$ cat config.mk
export PLATFORM = sky130hd
export DESIGN_NAME = nubus_arb_master_ctrl
export DESIGN_NICKNAME = d
export VERILOG_FILES = /design/src/rtl/nubus_arb_master_ctrl.sv
export SDC_FILE = /design/constraint.sdc
export NUM_CORES = 1
export LEC_CHECK = 0
export ABC_AREA = 1
export BUFFER_PORTS_ARGS = -buffer_cell sky130_fd_sc_hd__buf_4
export CAP_MARGIN = 20
export CORE_MARGIN = 10
export CORE_UTILIZATION = 30
export CTS_CLUSTER_SIZE = 12
export DETAILED_ROUTE_END_ITERATION = 10
export GPL_TIMING_DRIVEN = 0
export SLEW_MARGIN = 25
export SYNTH_ARGS = -nofsm -noshare
export SYNTH_HDL_FRONTEND = slang
export SYNTH_SLANG_ARGS = --single-unit
$ cat constraint.sdc
create_clock -name clk -period 2.1 [get_ports clk]
set_input_delay 0.525 -clock clk [delete_from_list [all_inputs] [get_ports clk]]
set_output_delay 0.525 -clock clk [all_outputs]
set_load 0.02 [all_outputs]
$ cat src/rtl/nubus_arb_master_ctrl.sv
// NuBus bus-tenure sequencer for the FPGA master engine.
// Runs request, distributed ARB_W-bit arbitration, wait for bus idle,
// direction turnaround, ownership and release. It also enforces the NuBus
// fairness rule: after a loss, the card stays off RQST* until the line goes idle.
// The outputs drive the open-drain ARB*/RQST* pull-downs and the transceiver
// direction and disable controls.

module nubus_arb_master_ctrl #(
  parameter int ARB_W         = 4,
  parameter int SETTLE_CYCLES = 5,
  parameter int TURN_CYCLES   = 1
) (
  input  logic             clk,
  input  logic             reset,
  input  logic [ARB_W-1:0] id_n,
  input  logic [ARB_W-1:0] arb_n_i,
  output logic [ARB_W-1:0] arb_n_oe,
  input  logic             rqst_n_i,
  output logic             rqst_oe,
  input  logic             start_n_i,
  input  logic             ack_n_i,
  input  logic             req,
  input  logic             done,
  output logic             grant,
  output logic             lost,
  output logic             master_dir,
  output logic             drv_dis
);

  localparam int ACW = (SETTLE_CYCLES > 1) ? $clog2(SETTLE_CYCLES) : 1;
  localparam int TCW = $clog2(TURN_CYCLES + 1);

  // Arbitration sample point, last turnaround step, and the extra TURN_OUT step
  // that holds drv_dis=1 while master_dir settles low.
  localparam logic [ACW-1:0] ARB_LAST  = ACW'(SETTLE_CYCLES - 1);
  localparam logic [TCW-1:0] TURN_LAST = TCW'(TURN_CYCLES - 1);
  localparam logic [TCW-1:0] TURN_END  = TCW'(TURN_CYCLES);
  localparam logic [ACW-1:0] ARB_ONE   = ACW'(1);
  localparam logic [TCW-1:0] TURN_ONE  = TCW'(1);

  typedef enum logic [2:0] {
    S_IDLE     = 3'd0,
    S_ARB      = 3'd1,
    S_WAIT_BUS = 3'd2,
    S_TURN_IN  = 3'd3,
    S_OWN      = 3'd4,
    S_TURN_OUT = 3'd5,
    S_BACKOFF  = 3'd6
  } state_t;

  state_t           state_q, state_d;
  logic [ACW-1:0]   arb_cnt_q, arb_cnt_d;
  logic [TCW-1:0]   turn_cnt_q, turn_cnt_d;
  logic             busy_q, busy_d;
  logic             done_lat_q, done_lat_d;
  logic [ARB_W-1:0] arb_n_oe_q, arb_n_oe_d;
  logic             rqst_oe_q, rqst_oe_d;
  logic             grant_q, grant_d;
  logic             lost_q, lost_d;
  logic             master_dir_q, master_dir_d;
  logic             drv_dis_q, drv_dis_d;
  logic [ARB_W-1:0] arb_term;

  // Pull ARB line k only if our ID bit k is 1 and every higher line already
  // matches our ID. A higher-priority competitor therefore knocks out our
  // lower bits.
  function automatic logic [ARB_W-1:0] arb_drive(input logic [ARB_W-1:0] id_l,
                                                 input logic [ARB_W-1:0] bus_l);
    logic [ARB_W-1:0] drv;
    logic             above_ok;
    drv = '0;
    for (int k = 0; k < ARB_W; k++) begin
      above_ok = 1'b1;
      for (int j = k + 1; j < ARB_W; j++) begin
        above_ok = above_ok & (bus_l[j] == id_l[j]);
      end
      drv[k] = ~id_l[k] & above_ok;
    end
    return drv;
  endfunction

  // Arbitration drive term from the currently sampled ARB* lines.
  always_comb begin
    arb_term = arb_drive(id_n, arb_n_i);
  end

  // Bus-busy tracking: START sets the flag, an ACK without START clears it.
  always_comb begin
    busy_d = busy_q;
    if (!start_n_i) begin
      busy_d = 1'b1;
    end else if (!ack_n_i) begin
      busy_d = 1'b0;
    end else begin
      busy_d = busy_q;
    end
  end

  // Next-state and next-output logic for the tenure sequencer.
  always_comb begin
    state_d      = state_q;
    arb_cnt_d    = arb_cnt_q;
    turn_cnt_d   = turn_cnt_q;
    done_lat_d   = done_lat_q;
    arb_n_oe_d   = arb_n_oe_q;
    rqst_oe_d    = rqst_oe_q;
    grant_d      = grant_q;
    lost_d       = 1'b0;
    master_dir_d = master_dir_q;
    drv_dis_d    = drv_dis_q;

    case (state_q)
      S_IDLE: begin
        arb_n_oe_d   = '0;
        grant_d      = 1'b0;
        master_dir_d = 1'b0;
        drv_dis_d    = 1'b0;
        done_lat_d   = 1'b0;
        arb_cnt_d    = '0;
        if (req) begin
          state_d   = S_ARB;
          rqst_oe_d = 1'b1;
        end else begin
          rqst_oe_d = 1'b0;
        end
      end

      S_ARB: begin
        rqst_oe_d = 1'b1;
        if (!req) begin
          // The engine abandoned the request, so withdraw quietly with no lost pulse.
          state_d    = S_IDLE;
          rqst_oe_d  = 1'b0;
          arb_n_oe_d = '0;
        end else if (arb_cnt_q == ARB_LAST) begin
          if (arb_n_i == id_n) begin
            state_d    = S_WAIT_BUS;
            arb_n_oe_d = arb_term;
          end else begin
            state_d    = S_BACKOFF;
            lost_d     = 1'b1;
            arb_n_oe_d = '0;
            rqst_oe_d  = 1'b0;
          end
        end else begin
          arb_n_oe_d = arb_term;
          arb_cnt_d  = arb_cnt_q + ARB_ONE;
        end
      end

      S_WAIT_BUS: begin
        // This uses the busy value that includes this cycle's START/ACK sample,
        // so an ACK ends the wait immediately.
        if (!busy_d && start_n_i) begin
          state_d      = S_TURN_IN;
          drv_dis_d    = 1'b1;
          master_dir_d = 1'b1;
          turn_cnt_d   = '0;
          done_lat_d   = 1'b0;
        end else begin
          state_d = S_WAIT_BUS;
        end
      end

      S_TURN_IN: begin
        if (done) begin
          done_lat_d = 1'b1;
        end else begin
          done_lat_d = done_lat_q;
        end
        if (turn_cnt_q == TURN_LAST) begin
          state_d    = S_OWN;
          drv_dis_d  = 1'b0;
          grant_d    = 1'b1;
          arb_n_oe_d = '0;
          rqst_oe_d  = 1'b0;
        end else begin
          turn_cnt_d = turn_cnt_q + TURN_ONE;
        end
      end

      S_OWN: begin
        grant_d      = 1'b1;
        master_dir_d = 1'b1;
        drv_dis_d    = 1'b0;
        if (done || done_lat_q) begin
          state_d    = S_TURN_OUT;
          grant_d    = 1'b0;
          drv_dis_d  = 1'b1;
          turn_cnt_d = '0;
          done_lat_d = 1'b0;
        end else begin
          state_d = S_OWN;
        end
      end

      S_TURN_OUT: begin
        // Drivers stay off across the direction flip and for one cycle after it.
        drv_dis_d = 1'b1;
        if (turn_cnt_q == TURN_END) begin
          state_d   = S_IDLE;
          drv_dis_d = 1'b0;
        end else if (turn_cnt_q == TURN_LAST) begin
          master_dir_d = 1'b0;
          turn_cnt_d   = TURN_END;
        end else begin
          turn_cnt_d = turn_cnt_q + TURN_ONE;
        end
      end

      S_BACKOFF: begin
        arb_n_oe_d   = '0;
        rqst_oe_d    = 1'b0;
        grant_d      = 1'b0;
        master_dir_d = 1'b0;
        drv_dis_d    = 1'b0;
        if (rqst_n_i) begin
          state_d = S_IDLE;
        end else begin
          state_d = S_BACKOFF;
        end
      end

      default: begin
        state_d      = S_IDLE;
        arb_n_oe_d   = '0;
        rqst_oe_d    = 1'b0;
        grant_d      = 1'b0;
        master_dir_d = 1'b0;
        drv_dis_d    = 1'b1;
        arb_cnt_d    = '0;
        turn_cnt_d   = '0;
        done_lat_d   = 1'b0;
      end
    endcase
  end

  // State and output registers with synchronous reset.
  always_ff @(posedge clk) begin
    if (reset) begin
      state_q      <= S_IDLE;
      arb_cnt_q    <= '0;
      turn_cnt_q   <= '0;
      busy_q       <= 1'b0;
      done_lat_q   <= 1'b0;
      arb_n_oe_q   <= '0;
      rqst_oe_q    <= 1'b0;
      grant_q      <= 1'b0;
      lost_q       <= 1'b0;
      master_dir_q <= 1'b0;
      drv_dis_q    <= 1'b1;
    end else begin
      state_q      <= state_d;
      arb_cnt_q    <= arb_cnt_d;
      turn_cnt_q   <= turn_cnt_d;
      busy_q       <= busy_d;
      done_lat_q   <= done_lat_d;
      arb_n_oe_q   <= arb_n_oe_d;
      rqst_oe_q    <= rqst_oe_d;
      grant_q      <= grant_d;
      lost_q       <= lost_d;
      master_dir_q <= master_dir_d;
      drv_dis_q    <= drv_dis_d;
    end
  end

  assign arb_n_oe   = arb_n_oe_q;
  assign rqst_oe    = rqst_oe_q;
  assign grant      = grant_q;
  assign lost       = lost_q;
  assign master_dir = master_dir_q;
  assign drv_dis    = drv_dis_q;

endmodule
## Word level (Yosys, flattened, before mapping)

Cells that the tools add are included.

- Shift operators: 0
- Add/subtract/negate cells: 2
- Bitwise logic cells: 19
- Eq/ne operators: 21
- Reductions and logical operators: 20
- $lt $le $gt $ge: 0
- Multiply operators: 0
- Divide/modulo/power cells: 0
- Mux-type cells: 41

Operator list:

| cell | number |
|---|---|
| two-way mux 3 bit | 9 |
| case mux 3 bit (7 select lines) | 1 |
| two-way mux 1 bit | 19 |
| != test 2 bit, second input constant | 9 |
| two-way mux 4 bit | 4 |
| inverter 1 bit | 13 |
| == test 3 bit, second input constant | 4 |
| case mux 1 bit (4 select lines) | 3 |
| case mux 4 bit (3 select lines) | 1 |
| AND reduction 3 bit | 4 |
| OR reduction 3 bit | 4 |
| AND reduction 4 bit | 2 |
| AND 1 bit | 6 |
| == test 3 x 2 -> 1 bit, second input constant | 2 |
| case mux 1 bit (6 select lines) | 1 |
| case mux 3 bit (2 select lines) | 1 |
| case mux 1 bit (5 select lines) | 1 |
| OR reduction 5 bit | 1 |
| == test 4 bit | 1 |
| AND reduction 2 bit | 2 |
| OR reduction 2 bit | 2 |
| OR reduction 4 bit | 1 |
| adder 3 x 1 -> 3 bit, second input constant | 1 |
| == test 1 bit | 3 |
| other kinds (8) | 8 |

- Memories: 0
- RAM bits: 0
- Memory bits (read-only): 0
- Bits in latches: 0
- Register bits after elaboration: 18
- Output and inout port bits: 9
- Input port bits: 15

## Depth between registers and ports, before layout

- Depth after elaboration: 8
- Mapped depth: 10

## Worst setup path after synthesis

OpenSTA, ideal clock, no wires.

- Path type: register to register
- Start: register arb_cnt_q[0]
- End: register arb_cnt_q[1]
- Period minus slack after synthesis: 1,279 ps
- Library setup time: 128 ps
- Slack: 821 ps
- Stages on the path, launching flop included: 9
- Path buffers: 0
- Required time: 1,972 ps
- Arrival: 1,151 ps
- Path through: dfxtp_1 > inv_1 > ha_1 > nand2_1 > inv_1 > o21ai_1 > nand3_2 > o21ai_1 > nor2_1

- Longest elaborated chain between the ends: 4

Ends and longest elaborated chain:

| what | line | source |
|---|---|---|
| from (decl) | 52 | `logic [ACW-1:0] arb_cnt_q, arb_cnt_d;` |
| from (signal assigned) | 254 | `arb_cnt_q <= arb_cnt_d;` |
| adder 3 x 1 -> 3 bit | 147 | `arb_cnt_d = arb_cnt_q + ARB_ONE;` |
| two-way mux 3 bit | 135 | `end else if (arb_cnt_q == ARB_LAST) begin` |
| two-way mux 3 bit | 130 | `if (!req) begin` |
| case mux 3 bit (2 select lines) | 112 | `case (state_q)` |

Parallel ways exist; a longest one is shown, timed or not. The select of a mux whose other input is x is not followed.
A chain may end at the register's enable or synchronous reset.

## Worst setup path in the final report

Ends and elaborated chain as after synthesis.

==> results.md <==
- Synth unique cells: 24
- Post-synth EDFFs: 0
- Number of I/O pins: 24
- DRC viols: 0
- Die height: 82.9 um
- Initial antenna violation count: 0
- Max-Cap Viols: 0
- Max Clock Skew: 0.00447 ns
- Max Freq: 702 MHz
- Syn Std Cell Area: approximately 1200 um^2
- Final setup vio count: 0
- Layout cells sized above 1: 0.233
- Run status: complete, no violations
- DRT antenna net count: 0
- Nets: 233
- Critical-path maximum fanout: 4
- Top FF cell, synth: dfxtp_1
- Area Overhead vs Synth: 24.3%
- Syn Area/Cell: 6.31 um^2
- Sequential share of power: 0.305
- Worst setup path start: arb_cnt_q[0]
- Sequential-to-total area share from yosys stat: 0.304
- TritonCTS clock tree: built
- Final period util: 0.679
- Wire per inst: 10.7 um
- Worst reg2reg path endpoint: arb_cnt_q[1]
- CTS Buf Count: 3
- R2R setup slack: 0.68 ns
- Cell depth of the worst hold path: 2
- Detailed-route via count: 1,178
- Worst hold path class: flip-flop to flip-flop
- Synthesized instance count: between 150 and 200
- Worst Slack Setup Final: 0.675 ns
- Clock power share: 0.181
- FF+latch count, synth: 18
- GRT Total Usage: 0.0811
- Detail Placement HPWL: 2.25 mm
- Max-slew headroom: 0.665
- Number of global-route vias before repair: 1,176
- Total negative setup slack: 0 ns
- H-tree depth: 1
- Filler cell count in the final layout: ~440
- Final Routed Wirelength: 2.82 mm
- Worst path required time: ~2.2 ns
- Resize count post-CTS: 0
- Num Clock Sinks: 18
- GP Congestion: 0.856
- Clock transition at path regs: 0.07 ns
- Largest net degree at the start of global routing: 11
- Clk_lat worst skew: around 0.26 ns
- Die area: 6870 um^2
- Row cnt: 22
- RSZ-0062 raised after global routing: no
- Area after DPL: 1420 um^2
- Crit path DAT: about 1.6 ns
- Cell Int Power: 0.897 mW
- Final instance area: 1470 um^2
- Endpoints failing hold: 0
- Switching power: 0.679 mW
- VDD IR max: 0.326 mV
- WS Path Type: flip-flop to flip-flop
- Post-CTS Setup Bufs: 0
- Port Buf Inserts: 23
- CP endpoint kind: flip-flop
- Crit path to: arb_cnt_q[1]
- Max-slew violation count: 0
- Power Total: 1.58 mW
- Area of the multi-input gates: 693 um^2
- Net count after synthesis: 205
- Worst-case clock buffer depth: 2
- Die width: 82.9 um
- # diodes: 0
- Initial Util: 0.317
- Async S/R FF share, synth: 0
- Pleak: 0.759 nW
- Post-Place Worst Slack: 0.602 ns
- Starting DRC count in detailed routing: 64
- Crit path launch type: flip-flop
- Gate power share: 0.514
- Via/cell ratio: 4.48
- Hold_buf cts: 0
- Gr ovfl total: 0
- Cell Pwr Density: 1070 nW/um^2
- Reg2reg start: arb_cnt_q[0]
- First-pass GRT wire length: 4.86 mm
- Tmin final: around 1.4 ns
- Worst reg2reg path depth: 8
- Drt pass-1 iters: 4
- Storage element area: between 300 and 400 um^2
- Clock root buffer: clkbuf_8
- Core area: about 3700 um^2
- Sw Share: 0.431
- YS warnings: 0
- Slew @ Worst Pin: 0.502 ns
- Core Util, Final: 0.394
[cells in the mapped netlist (2+ instances only)]
library cell	n	area (um^2)
a21oi_2	2	17.5
nand2_1	53	199
inv_2	3	11.3
nand3_1	12	60.1
nor2_4	2	22.5
nand2_4	4	45.0
nand4_1	3	18.8
o21ai_1	3	15.0
inv_4	2	12.5
inv_1	23	86.3
ha_1	2	25.0
nand3_2	2	20.0
dfxtp_1	18	360
a21oi_1	11	55.1
nor2_1	28	105
nand2_2	4	25.0
o21ai_0	9	45.0
[registers in the layout, indices dropped and copies added, names as in the netlist]
name and count:
rqst_oe 1, state_q 3, turn_cnt_q 1, drv_dis 1, grant 1, busy_q 1, lost 1, done_lat_q 1
arb_cnt_q 3, arb_n_oe 4, master_dir 1
[per-stage QoR]
step / cells / hold slack [ns]
finish: 263 / 0.446
CTS: 263 / 0.451
floorplan: 188 / 0.464
global route: 263 / 0.484
global placement: 259 / 0.440
detailed placement: 259 / 0.440
[final cells by class]
type / instances / area share
multi-input cells: 139 / 0.470
well taps: 48 / 0.0407
flip-flops and latches: 18 / 0.244
inverters: 28 / 0.0747
repair buffers: 23 / 0.117
plain buffers: 3 / 0.0153
clock buffers: 4 / 0.0374
[routing by layer]
metal,vias up,routed length (um),GRT usage
met5,-,0,0
met2,20,1290,0.131
li1,641,-,-
met1,512,1370,0.0975
met3,5,113,0.0225
met4,0,49,0.0354
[kinds of logic after synthesis]
kind of cell,count (synthesis),synth area share
AND/OR/NAND/NOR,111,0.444
buffers and inverters,31,0.112
AO/OA/AOI/OAI,25,0.112
adder cells (fa/ha/maj),2,0.0211
XOR/XNOR,1,0.00739
flip-flops,18,0.304
[power by group through the flow]
stage / Clock, mW / Combinational, mW / Sequential, mW
after global routing: 0.306 / 0.937 / 0.494
final: 0.285 / 0.810 / 0.481
after detailed placement: 0 / 0.813 / 0.489
after global placement: 0 / 0.811 / 0.490
after floorplan: 0 / 0.569 / 0.529
after CTS: 0.298 / 0.816 / 0.482
[worst max-delay path, stage by stage, from the launching register on]
cell     delay [ns]
dfxtp_1        0.36
inv_1          0.07
ha_1           0.19
nand2_1        0.08
inv_1          0.05
o21ai_1        0.23
nand3_2        0.15
o21ai_1        0.14
nor2_1         0.04
[worst min-delay path by stage]
stage                 start      endpoint  slack [ns]
2_1_floorplan  arb_cnt_q[0]  arb_cnt_q[0]        0.46
3_3_place_gp          grant         grant        0.44
3_5_place_dp          grant         grant        0.44
4_1_cts               grant         grant        0.45
5_1_grt               grant         grant        0.48
6_report              grant         grant        0.45
[cell usage in the layout (no fill, tap or decap), drive strengths merged]
master,instances
xnor2,1
clkbuf,5
ha,2
nor2,32
a21oi,13
nand4,3
dfxtp,18
nand2,61
inv,28
nor3,1
nand3,14
o21ai,12
buf,25
No activity file was read; power rests on OpenSTA's default activity.
